File: src/rtl/micro_pkg.sv
// -----------------------------------------------------------------------------
// micro_pkg
// Shared definitions for the microprocessor front end: default widths and the
// instruction-fetch sequencer state encoding.
// No ports.
// -----------------------------------------------------------------------------
package micro_pkg;

    localparam int ANCHO_DIR  = 8;
    localparam int ANCHO_INST = 9;

    typedef enum logic [1:0] {
        ARRANQUE = 2'd0,
        CORRE    = 2'd1,
        VACIADO  = 2'd2,
        DETENIDO = 2'd3
    } estado_t;

endpackage

File: src/rtl/secuenciador_rom_if.sv
// -----------------------------------------------------------------------------
// secuenciador_rom_if
// Fetch-to-decode handshake bundle.
//   Instr_Dec    : instruction word presented to the decoder
//   PC_Dec       : address of Instr_Dec
//   Instr_Valida : Instr_Dec/PC_Dec valid this cycle
//   Listo        : decoder accepts (transfer = Instr_Valida & Listo)
// Modports: master = sequencer, slave = decoder.
// -----------------------------------------------------------------------------
interface secuenciador_rom_if #(
    parameter int ANCHO_DIR  = micro_pkg::ANCHO_DIR,
    parameter int ANCHO_INST = micro_pkg::ANCHO_INST
);
    logic [ANCHO_INST-1:0] Instr_Dec;
    logic [ANCHO_DIR-1:0]  PC_Dec;
    logic                  Instr_Valida;
    logic                  Listo;

    modport master (
        output Instr_Dec,
        output PC_Dec,
        output Instr_Valida,
        input  Listo
    );

    modport slave (
        input  Instr_Dec,
        input  PC_Dec,
        input  Instr_Valida,
        output Listo
    );
endinterface

File: src/rtl/secuenciador_rom_contador_pc.sv
// -----------------------------------------------------------------------------
// contador_pc
// Program counter: loadable, enable-gated, wraps modulo 2^ANCHO_DIR.
//   Clk     : system clock
//   Rst_n   : async active-low reset, loads DIR_INICIO
//   Carga   : load Destino (takes priority over Inc)
//   Destino : load value
//   Inc     : increment by one
//   Pc      : current count
// -----------------------------------------------------------------------------
module contador_pc #(
    parameter int                   ANCHO_DIR  = micro_pkg::ANCHO_DIR,
    parameter logic [ANCHO_DIR-1:0] DIR_INICIO = '0
) (
    input  logic                 Clk,
    input  logic                 Rst_n,
    input  logic                 Carga,
    input  logic [ANCHO_DIR-1:0] Destino,
    input  logic                 Inc,
    output logic [ANCHO_DIR-1:0] Pc
);

    logic [ANCHO_DIR-1:0] pc_q;
    logic [ANCHO_DIR-1:0] pc_d;

    always_comb begin
        pc_d = pc_q;
        if (Carga) begin
            pc_d = Destino;
        end else if (Inc) begin
            pc_d = pc_q + 1'b1;
        end
    end

    always_ff @(posedge Clk or negedge Rst_n) begin
        if (!Rst_n) begin
            pc_q <= DIR_INICIO;
        end else begin
            pc_q <= pc_d;
        end
    end

    assign Pc = pc_q;

endmodule

File: src/rtl/secuenciador_rom.sv
// -----------------------------------------------------------------------------
// secuenciador_rom
// Instruction-fetch sequencer for the instruction ROM. Owns the PC, drives the
// ROM address and hands each word to the decoder over a valid/ready bundle.
// The ROM registers its address on negedge, so the word for the PC updated at
// posedge k is stable before posedge k+1; Instr_Dec is passed straight through.
//
// Ports:
//   Clk, Rst_n              : clock, async active-low reset
//   Direccion_Instrucciones : ROM address (registered PC)
//   Instruccion             : ROM data
//   Salto, Destino          : jump request and target
//   Halt, Detenido          : halt request / halted flag (FETCH_HALT_EN only)
//   dec                     : decoder handshake (master side)
//
// Optional feature macro: FETCH_HALT_EN (adds Halt/Detenido and DETENIDO).
//
// state    | meaning
// ---------+-----------------------------------------------------------
// ARRANQUE | first cycle after reset, ROM word not yet valid
// CORRE    | streaming, one word per accepted transfer
// VACIADO  | one bubble after a jump while ROM fetches the target
// DETENIDO | halted, PC frozen, leaves only via Salto or reset
// -----------------------------------------------------------------------------
module secuenciador_rom #(
    parameter int                   ANCHO_DIR  = micro_pkg::ANCHO_DIR,
    parameter int                   ANCHO_INST = micro_pkg::ANCHO_INST,
    parameter logic [ANCHO_DIR-1:0] DIR_INICIO = '0
) (
    input  logic                  Clk,
    input  logic                  Rst_n,
    output logic [ANCHO_DIR-1:0]  Direccion_Instrucciones,
    input  logic [ANCHO_INST-1:0] Instruccion,
    input  logic                  Salto,
    input  logic [ANCHO_DIR-1:0]  Destino,
`ifdef FETCH_HALT_EN
    input  logic                  Halt,
    output logic                  Detenido,
`endif
    secuenciador_rom_if.master    dec
);
    import micro_pkg::*;

    estado_t              estado_q;
    estado_t              estado_d;
    logic                 carga;
    logic                 inc;
    logic                 transfer;
    logic [ANCHO_DIR-1:0] pc;

    contador_pc #(
        .ANCHO_DIR  (ANCHO_DIR),
        .DIR_INICIO (DIR_INICIO)
    ) u_contador_pc (
        .Clk     (Clk),
        .Rst_n   (Rst_n),
        .Carga   (carga),
        .Destino (Destino),
        .Inc     (inc),
        .Pc      (pc)
    );

    // Valid comes only from the registered state, never from inputs.
    assign dec.Instr_Valida = (estado_q == CORRE);
    assign transfer         = dec.Instr_Valida & dec.Listo;

    always_comb begin
        estado_d = estado_q;
        carga    = 1'b0;
        inc      = 1'b0;
        if (Salto) begin
            // A jump wins even over a same-cycle transfer.
            carga    = 1'b1;
            estado_d = VACIADO;
        end
`ifdef FETCH_HALT_EN
        else if (Halt) begin
            estado_d = DETENIDO;
        end
`endif
        else begin
            case (estado_q)
                ARRANQUE: estado_d = CORRE;
                CORRE:    inc      = transfer;
                VACIADO:  estado_d = CORRE;
                default: begin
`ifdef FETCH_HALT_EN
                    estado_d = DETENIDO;
`else
                    estado_d = ARRANQUE;
`endif
                end
            endcase
        end
    end

    always_ff @(posedge Clk or negedge Rst_n) begin
        if (!Rst_n) begin
            estado_q <= ARRANQUE;
        end else begin
            estado_q <= estado_d;
        end
    end

    assign Direccion_Instrucciones = pc;
    assign dec.PC_Dec              = pc;
    assign dec.Instr_Dec           = Instruccion;

`ifdef FETCH_HALT_EN
    assign Detenido = (estado_q == DETENIDO);
`endif

endmodule
File: src/flat_wrapper.sv
// flat-port wrapper written by rule: the top's interface ports become plain ports
module secuenciador_rom_flat import micro_pkg::*;
#(
    parameter int                   ANCHO_DIR  = micro_pkg::ANCHO_DIR,
    parameter int                   ANCHO_INST = micro_pkg::ANCHO_INST,
    parameter logic [ANCHO_DIR-1:0] DIR_INICIO = '0
)
  (Clk, Rst_n, Direccion_Instrucciones, Instruccion, Salto, Destino, dec_Instr_Dec, dec_PC_Dec, dec_Instr_Valida, dec_Listo);
  secuenciador_rom_if #(.ANCHO_DIR(ANCHO_DIR), .ANCHO_INST(ANCHO_INST)) dec_i ();
  input  logic Clk;
  input  logic Rst_n;
  output logic [ANCHO_DIR-1:0] Direccion_Instrucciones;
  input  logic [ANCHO_INST-1:0] Instruccion;
  input  logic Salto;
  input  logic [ANCHO_DIR-1:0] Destino;
  output wire logic [$bits(dec_i.Instr_Dec)-1:0] dec_Instr_Dec;
  output wire logic [$bits(dec_i.PC_Dec)-1:0] dec_PC_Dec;
  output wire logic [$bits(dec_i.Instr_Valida)-1:0] dec_Instr_Valida;
  input wire logic [$bits(dec_i.Listo)-1:0] dec_Listo;
  assign dec_Instr_Dec = dec_i.Instr_Dec;
  assign dec_PC_Dec = dec_i.PC_Dec;
  assign dec_Instr_Valida = dec_i.Instr_Valida;
  assign dec_i.Listo = dec_Listo;
  secuenciador_rom #(.ANCHO_DIR(ANCHO_DIR), .ANCHO_INST(ANCHO_INST), .DIR_INICIO(DIR_INICIO)) u_core (.Clk(Clk), .Rst_n(Rst_n), .Direccion_Instrucciones(Direccion_Instrucciones), .Instruccion(Instruccion), .Salto(Salto), .Destino(Destino), .dec(dec_i));
endmodule
File: config.mk
export PLATFORM = sky130hd
export DESIGN_NAME = secuenciador_rom_flat
export DESIGN_NICKNAME = d
export VERILOG_FILES = /design/src/rtl/micro_pkg.sv /design/src/rtl/secuenciador_rom_if.sv /design/src/rtl/secuenciador_rom_contador_pc.sv /design/src/rtl/secuenciador_rom.sv /design/src/flat_wrapper.sv
export SDC_FILE = /design/constraint.sdc
export NUM_CORES = 1
export LEC_CHECK = 0
export CAP_MARGIN = 20
export CORE_MARGIN = 3
export CORE_UTILIZATION = 34
export DETAILED_ROUTE_END_ITERATION = 8
export GPL_TIMING_DRIVEN = 0
export PLACE_DENSITY = 0.78
export SLEW_MARGIN = 20
export SYNTH_ARGS = -nofsm -noshare
export SYNTH_HDL_FRONTEND = slang
export SYNTH_HIERARCHICAL = 1
export SYNTH_SLANG_ARGS = --single-unit
File: constraint.sdc
create_clock -name Clk -period 2 [get_ports Clk]
set_input_delay 0.4 -clock Clk [delete_from_list [all_inputs] [get_ports Clk]]
set_output_delay 0.4 -clock Clk [all_outputs]
set_load 0.02 [all_outputs]
==> results of run 1 <==
==> metrics by stage <==
stage	instances	total power, mW
2_1_floorplan	72	0.3685
3_5_place_dp	134	0.4864
3_3_place_gp	134	0.4806
6_report	137	0.6154
4_1_cts	137	0.6266
5_1_grt	137	0.6506
==> cell type report <==
type                            count  area (µm²)
Buffer                             21       146.4
Clock buffer                        3       22.52
Fill cell                         160       700.7
Multi-Input combinational cell     41       261.5
Sequential cell                    10       250.2
Tap cell                           25       31.28
Timing Repair Buffer               37       370.4
==> registers in the layout (all words and copies together), names as in the netlist <==
name,flops
u_core/u_contador_pc/Pc,8
u_core/estado_q,2
==> kinds of logic after synthesis <==
family / count (synthesis) / synth area share (%)
xor+xnor: 4 / 5.324
fa+ha+maj: 1 / 1.901
buf+inv: 21 / 22.24
flops: 10 / 38.02
mux: 1 / 1.521
simple gates: 26 / 24.14
compound gates: 9 / 6.844
==> routing by layer <==
metal,track usage (%),vias up
li1,-,307
met1,14.10,277
met2,21.52,31
met3,6.344,0
met4,2.765,0
met5,0,-
==> report_power, final <==
part	internal, mW	total (mW)	switching [mW]
combinational	0.134	0.234	0.100
sequential	0.220	0.246	0.0264
clock	0.0694	0.135	0.0658
==> cell usage in the layout, fill, tap and decap left out, types with 2 or more instances in the layout <==
cell,n
clkdlybuf4s50_1,37
buf_4,18
dfrtp_1,10
nand2_1,10
o21ai_0,6
nand3_1,5
clkbuf_4,3
clkbuf_1,3
xor2_1,3
nor2b_1,3
or4_1,3
nand4_1,2
o21ai_1,2
==> final timing paths <==
path,from,endpoint
min in group Clk,u_core/estado_q[1],u_core/estado_q[0]
max in group asynchronous,Rst_n,u_core/u_contador_pc/Pc[7]
worst max-delay path,u_core/u_contador_pc/Pc[2],dec_PC_Dec[2]
worst min register to register,u_core/estado_q[1],u_core/estado_q[0]
worst max register to register,u_core/estado_q[1],u_core/u_contador_pc/Pc[7]
worst min-delay path,Rst_n,u_core/u_contador_pc/Pc[1]
==> worst max-delay path: stages, from the launching register on <==
cell and delay, ps:
dfrtp_1 470, buf_4 150, clkdlybuf4s50_1 600
==> impl_metrics.yaml, run 1 <==
synth:
  yosysMostFrequentCell: "buf_4"
  syn_area_um2: 658.1
  yosysTopAreaCell: "dfrtp_1"
  yosysTopAreaCellShare_pct: 38.02
  synth_edf_count: 0
  avgSynthCellArea_um2: 9.141
  synth_fp_nets: 94
  synth_seq_area_share_pct: 38.02
  yosys-top-cells-count: "18 x buf_4, 10 x dfrtp_1, 10 x nand2_1, 6 x o21ai_0, 5 x nand3_1"
  async_flop_share_pct: 100.0
  synth_ff_type: "dfrtp_1"
  yosys-top-cells-area: "dfrtp_1 38%, buf_4 21%, nand2_1 5.7%"
  ys_types: 18
  ys_ff_latch: 10
  ys_warn_count: 6
  synthCells: 72
drt:
  top_layer: "met3"
  wl_met2_um: 742
  dr_total_vias: 615
  totalWireLength_um: 1506
  drtAntennaViolNets: 0
  vias_per_cell: 4.489
  wl_met3_um: 161
  first_pass_iters: 2
  drc: 0
  met1_length_um: 602
  wire_per_inst_um: 10.99
  drt_iter0_drc: 4
floorplanning:
  die_area_um2: 2500
  initial_core_util_pct: 36.91
  die_w_um: 50.00
  num_io_pins: 47
  dieHeight_um: 50.00
  core_area_um2: 1783
  rows: 15
final_layout:
  stdcell_area_um2: 1082
  final_util_pct: 60.70
  n_antenna_cell: 0
  syn2layout_area_growth_pct: 64.45
  nets: 136
  drive_gt1_share_pct: 21.43
grt:
  grt_max_degree: 11
  grt_pass1_vias: 585
  grt_use_total_pct: 12.71
  grt.overflow.total: 0
  grt_pass1_wl_um: 2484
  antenna_found_initial: 0
clock_tree:
  clock_path_buffers: 2
  cts_tree: "done"
  numCtsBuffers: 3
  clock-sinks: 10
  cts_setup_buffers: 0
  htree_levels: 1
  clk_latency_ps: 260
  postCtsHoldBufs: 0
  cts_root_buffer: "clkbuf_4"
  clkTransAtPathRegs_ps: 60
  cts.repair.resized: 0
flow_run:
  drv_cap: 0
critical_path:
  worst_r2r_path_depth: 5
  criticalPathCategory: "flip-flop to output pin"
  crit_path_start_kind: "flip-flop"
  end_kind: "output pin"
  critPathArrivalTime_ps: 1490
  crit_fanout: 6
  crit_required_ps: 1600
  rrSetupSlack_ps: 400
sta:
  timing.final.max_slew_violations: 0
  final-hold-violation-count: 0
  worst_pin_slew_ps: 471.7
  hold_ws_ps: 458.6
  setup_violations: 0
  min_period_over_period_pct: 94.32
  finalWorstSetupSlack_ps: 113.6
  fmax_mhz: 530.1
  fin_skew_ps: 3.329
  rsz0062_at_grt: "false"
  slew_headroom_pct: 68.46
  min_period_ps: 1886
  fin_setup_tns_ps: 0
worst_hold_path:
  hold_class: "input port to async pin"
pwr:
  power.leakage_nw: 0.4542
  irDropWorstVdd_mv: 0.4794
  powerDensity_nw_per_um2: 568.6
placement:
  gp_congestion: 0.7323
  dpl_worst_slack_ps: -93.29
  dp_hpwl_um: 1203
  io_buffers: 37
  placed_area_um2: 1060
status:
  status: "finished, final reports clean"
(Power assumes the default switching activity.)
==> run 2: changes to the inputs <==
--- a/config.mk
+++ b/config.mk
@@ -9,6 +9,7 @@
 export CORE_MARGIN = 3
 export CORE_UTILIZATION = 34
 export DETAILED_ROUTE_END_ITERATION = 8
+export GPL_ROUTABILITY_DRIVEN = 0
 export GPL_TIMING_DRIVEN = 0
 export PLACE_DENSITY = 0.78
 export SLEW_MARGIN = 20
==> results of run 2 <==
Same layout as run 1: the final DEF is identical, and so are final timing and power.
==> run 3: changes to the inputs <==
--- a/config.mk
+++ b/config.mk
@@ -6,12 +6,15 @@
 export NUM_CORES = 1
 export LEC_CHECK = 0
 export CAP_MARGIN = 20
+export CELL_PAD_IN_SITES_DETAIL_PLACEMENT = 0
+export CELL_PAD_IN_SITES_GLOBAL_PLACEMENT = 1
+export CORE_ASPECT_RATIO = 0.5
 export CORE_MARGIN = 3
-export CORE_UTILIZATION = 34
+export CORE_UTILIZATION = 23
 export DETAILED_ROUTE_END_ITERATION = 8
 export GPL_ROUTABILITY_DRIVEN = 0
 export GPL_TIMING_DRIVEN = 0
-export PLACE_DENSITY = 0.78
+export PLACE_DENSITY = 0.77
 export SLEW_MARGIN = 20
 export SYNTH_ARGS = -nofsm -noshare
 export SYNTH_HDL_FRONTEND = slang
==> impl_metrics.yaml, run 3 (synthesis gave the netlist of run 1 again) <==
critical_path:
  crit_required_ps: 2160
  worst_r2r_path_depth: 5
  crit_path_start_kind: "input port"
  crit_fanout: 6
  criticalPathCategory: "input port to flip-flop"
  critPathArrivalTime_ps: 2030
  end_kind: "flip-flop"
sta:
  fmax_mhz: 536.8
  rsz0062_at_grt: "false"
  final-hold-violation-count: 0
  worst_pin_slew_ps: 451.7
  min_period_over_period_pct: 93.14
  setup_violations: 0
  hold_ws_ps: 463.0
  fin_skew_ps: 2.893
  timing.final.max_slew_violations: 0
  slew_headroom_pct: 69.79
  min_period_ps: 1863
floorplanning:
  num_io_pins: 47
  initial_core_util_pct: 24.82
  core_area_um2: 2651
  die_area_um2: 3578
  rows: 13
  die_w_um: 81.65
  dieHeight_um: 43.83
grt:
  grt_pass1_wl_um: 2622
  grt.busiest_layer: "met2"
  use_met2_pct: 15.21
  use_met1_pct: 12.27
  grt.overflow.total: 0
  gr-usage-met3_pct: 4.149
  grt_use_total_pct: 9.731
  grt_max_degree: 11
  antenna_found_initial: 0
  grt_pass1_vias: 586
final_layout:
  layout_common_cells: "37 x clkdlybuf4s50_1, 18 x buf_4, 10 x dfrtp_1, 10 x nand2_1, 6 x o21ai_0"
  n_antenna_cell: 0
  drive_gt1_share_pct: 21.43
  final_util_pct: 42.10
  final_common_cell: "clkdlybuf4s50_1"
  nets: 136
  largest_reg_flops: 8
  syn2layout_area_growth_pct: 69.58
flow_run:
  drv_cap: 0
drt:
  drtAntennaViolNets: 0
  drt_iter0_drc: 23
  dr_total_vias: 592
  totalWireLength_um: 1536
  drc: 0
  wire_per_inst_um: 10.31
  first_pass_iters: 4
  vias_per_cell: 3.973
clock_tree:
  clock-sinks: 10
  clock_path_buffers: 2
  cts_tree: "done"
  clkTransAtPathRegs_ps: 40
  cts_root_buffer: "clkbuf_8"
  postCtsHoldBufs: 0
  cts_setup_buffers: 0
  htree_levels: 1
  numCtsBuffers: 3
  cts.repair.resized: 0
  clk_latency_ps: 230
pwr:
  p_sw_mw: 0.1971
  irDropWorstVdd_mv: 0.2037
  power_frac_seq_pct: 36.3
  power.leakage_nw: 0.4619
  powerDensity_nw_per_um2: 611.4
  pwr-share-comb_pct: 34.1
  power_frac_clock_pct: 29.6
  intPower_mw: 0.4852
  swShare_pct: 28.89
placement:
  io_buffers: 37
  dp_hpwl_um: 1243
worst_hold_path:
  whs_path_depth: 1
  hold_class: "flip-flop to flip-flop"
status:
  status: "finished, final reports clean"
[run 3: worst paths after layout]
| path | start | endpoint | slack, ps |
|---|---|---|---|
| worst max-delay path | Salto | u_core/u_contador_pc/Pc[7] | 140 |
| worst min-delay path | u_core/estado_q[1] | u_core/estado_q[0] | 460 |
| worst max register to register | u_core/estado_q[1] | u_core/u_contador_pc/Pc[7] | 390 |
| worst min register to register | u_core/estado_q[1] | u_core/estado_q[0] | 460 |
| max in group asynchronous | Rst_n | u_core/estado_q[1] | 1200 |
| min in group asynchronous | Rst_n | u_core/u_contador_pc/Pc[0] | 490 |
[run 3: critical path: stages]
cell and delay (ps):
clkdlybuf4s50_1 450, and4bb_2 300, buf_4 150, nand4_4 140, or4_1 490, nand3_1 90
[run 3: final cells by class]
type / instances / area, µm²
Fill cell: 269 / 1535
Timing Repair Buffer: 37 / 370.4
Multi-Input combinational cell: 41 / 261.5
Sequential cell: 10 / 250.2
Buffer: 21 / 146.4
Tap cell: 37 / 46.29
Clock buffer: 3 / 41.29
[run 3: layer usage]
layer | vias up | wire length, µm | share of wire [%]
met3 | 2 | 122 | 7.9
met2 | 29 | 696 | 45
met5 | - | 0 | 0
li1 | 310 | - | -
met1 | 251 | 703 | 46
met4 | 0 | 14 | 0.91
[run 3: power by group through the flow]
stage | Clock [mW] | Sequential (mW) | Combinational, mW
after floorplan | 0 | 0.265 | 0.104
after global placement | 0 | 0.251 | 0.234
after detailed placement | 0 | 0.251 | 0.235
after CTS | 0.211 | 0.249 | 0.236
after global routing | 0.222 | 0.252 | 0.250
final | 0.202 | 0.248 | 0.233
[run 3: per-stage QoR]
stage               instances  power [mW]  TNS, ps  cell area (µm²)  setup WS (ps)
global placement          146      0.4848   -177.3             1075         -84.66
finish                    149      0.6823        0             1116          137.3
detailed placement        146      0.4865   -227.4             1075         -102.4
CTS                       149      0.6954        0             1116          133.9
floorplan                  72      0.3685        0            658.1          460.7
global route              149      0.7233        0             1116          64.03
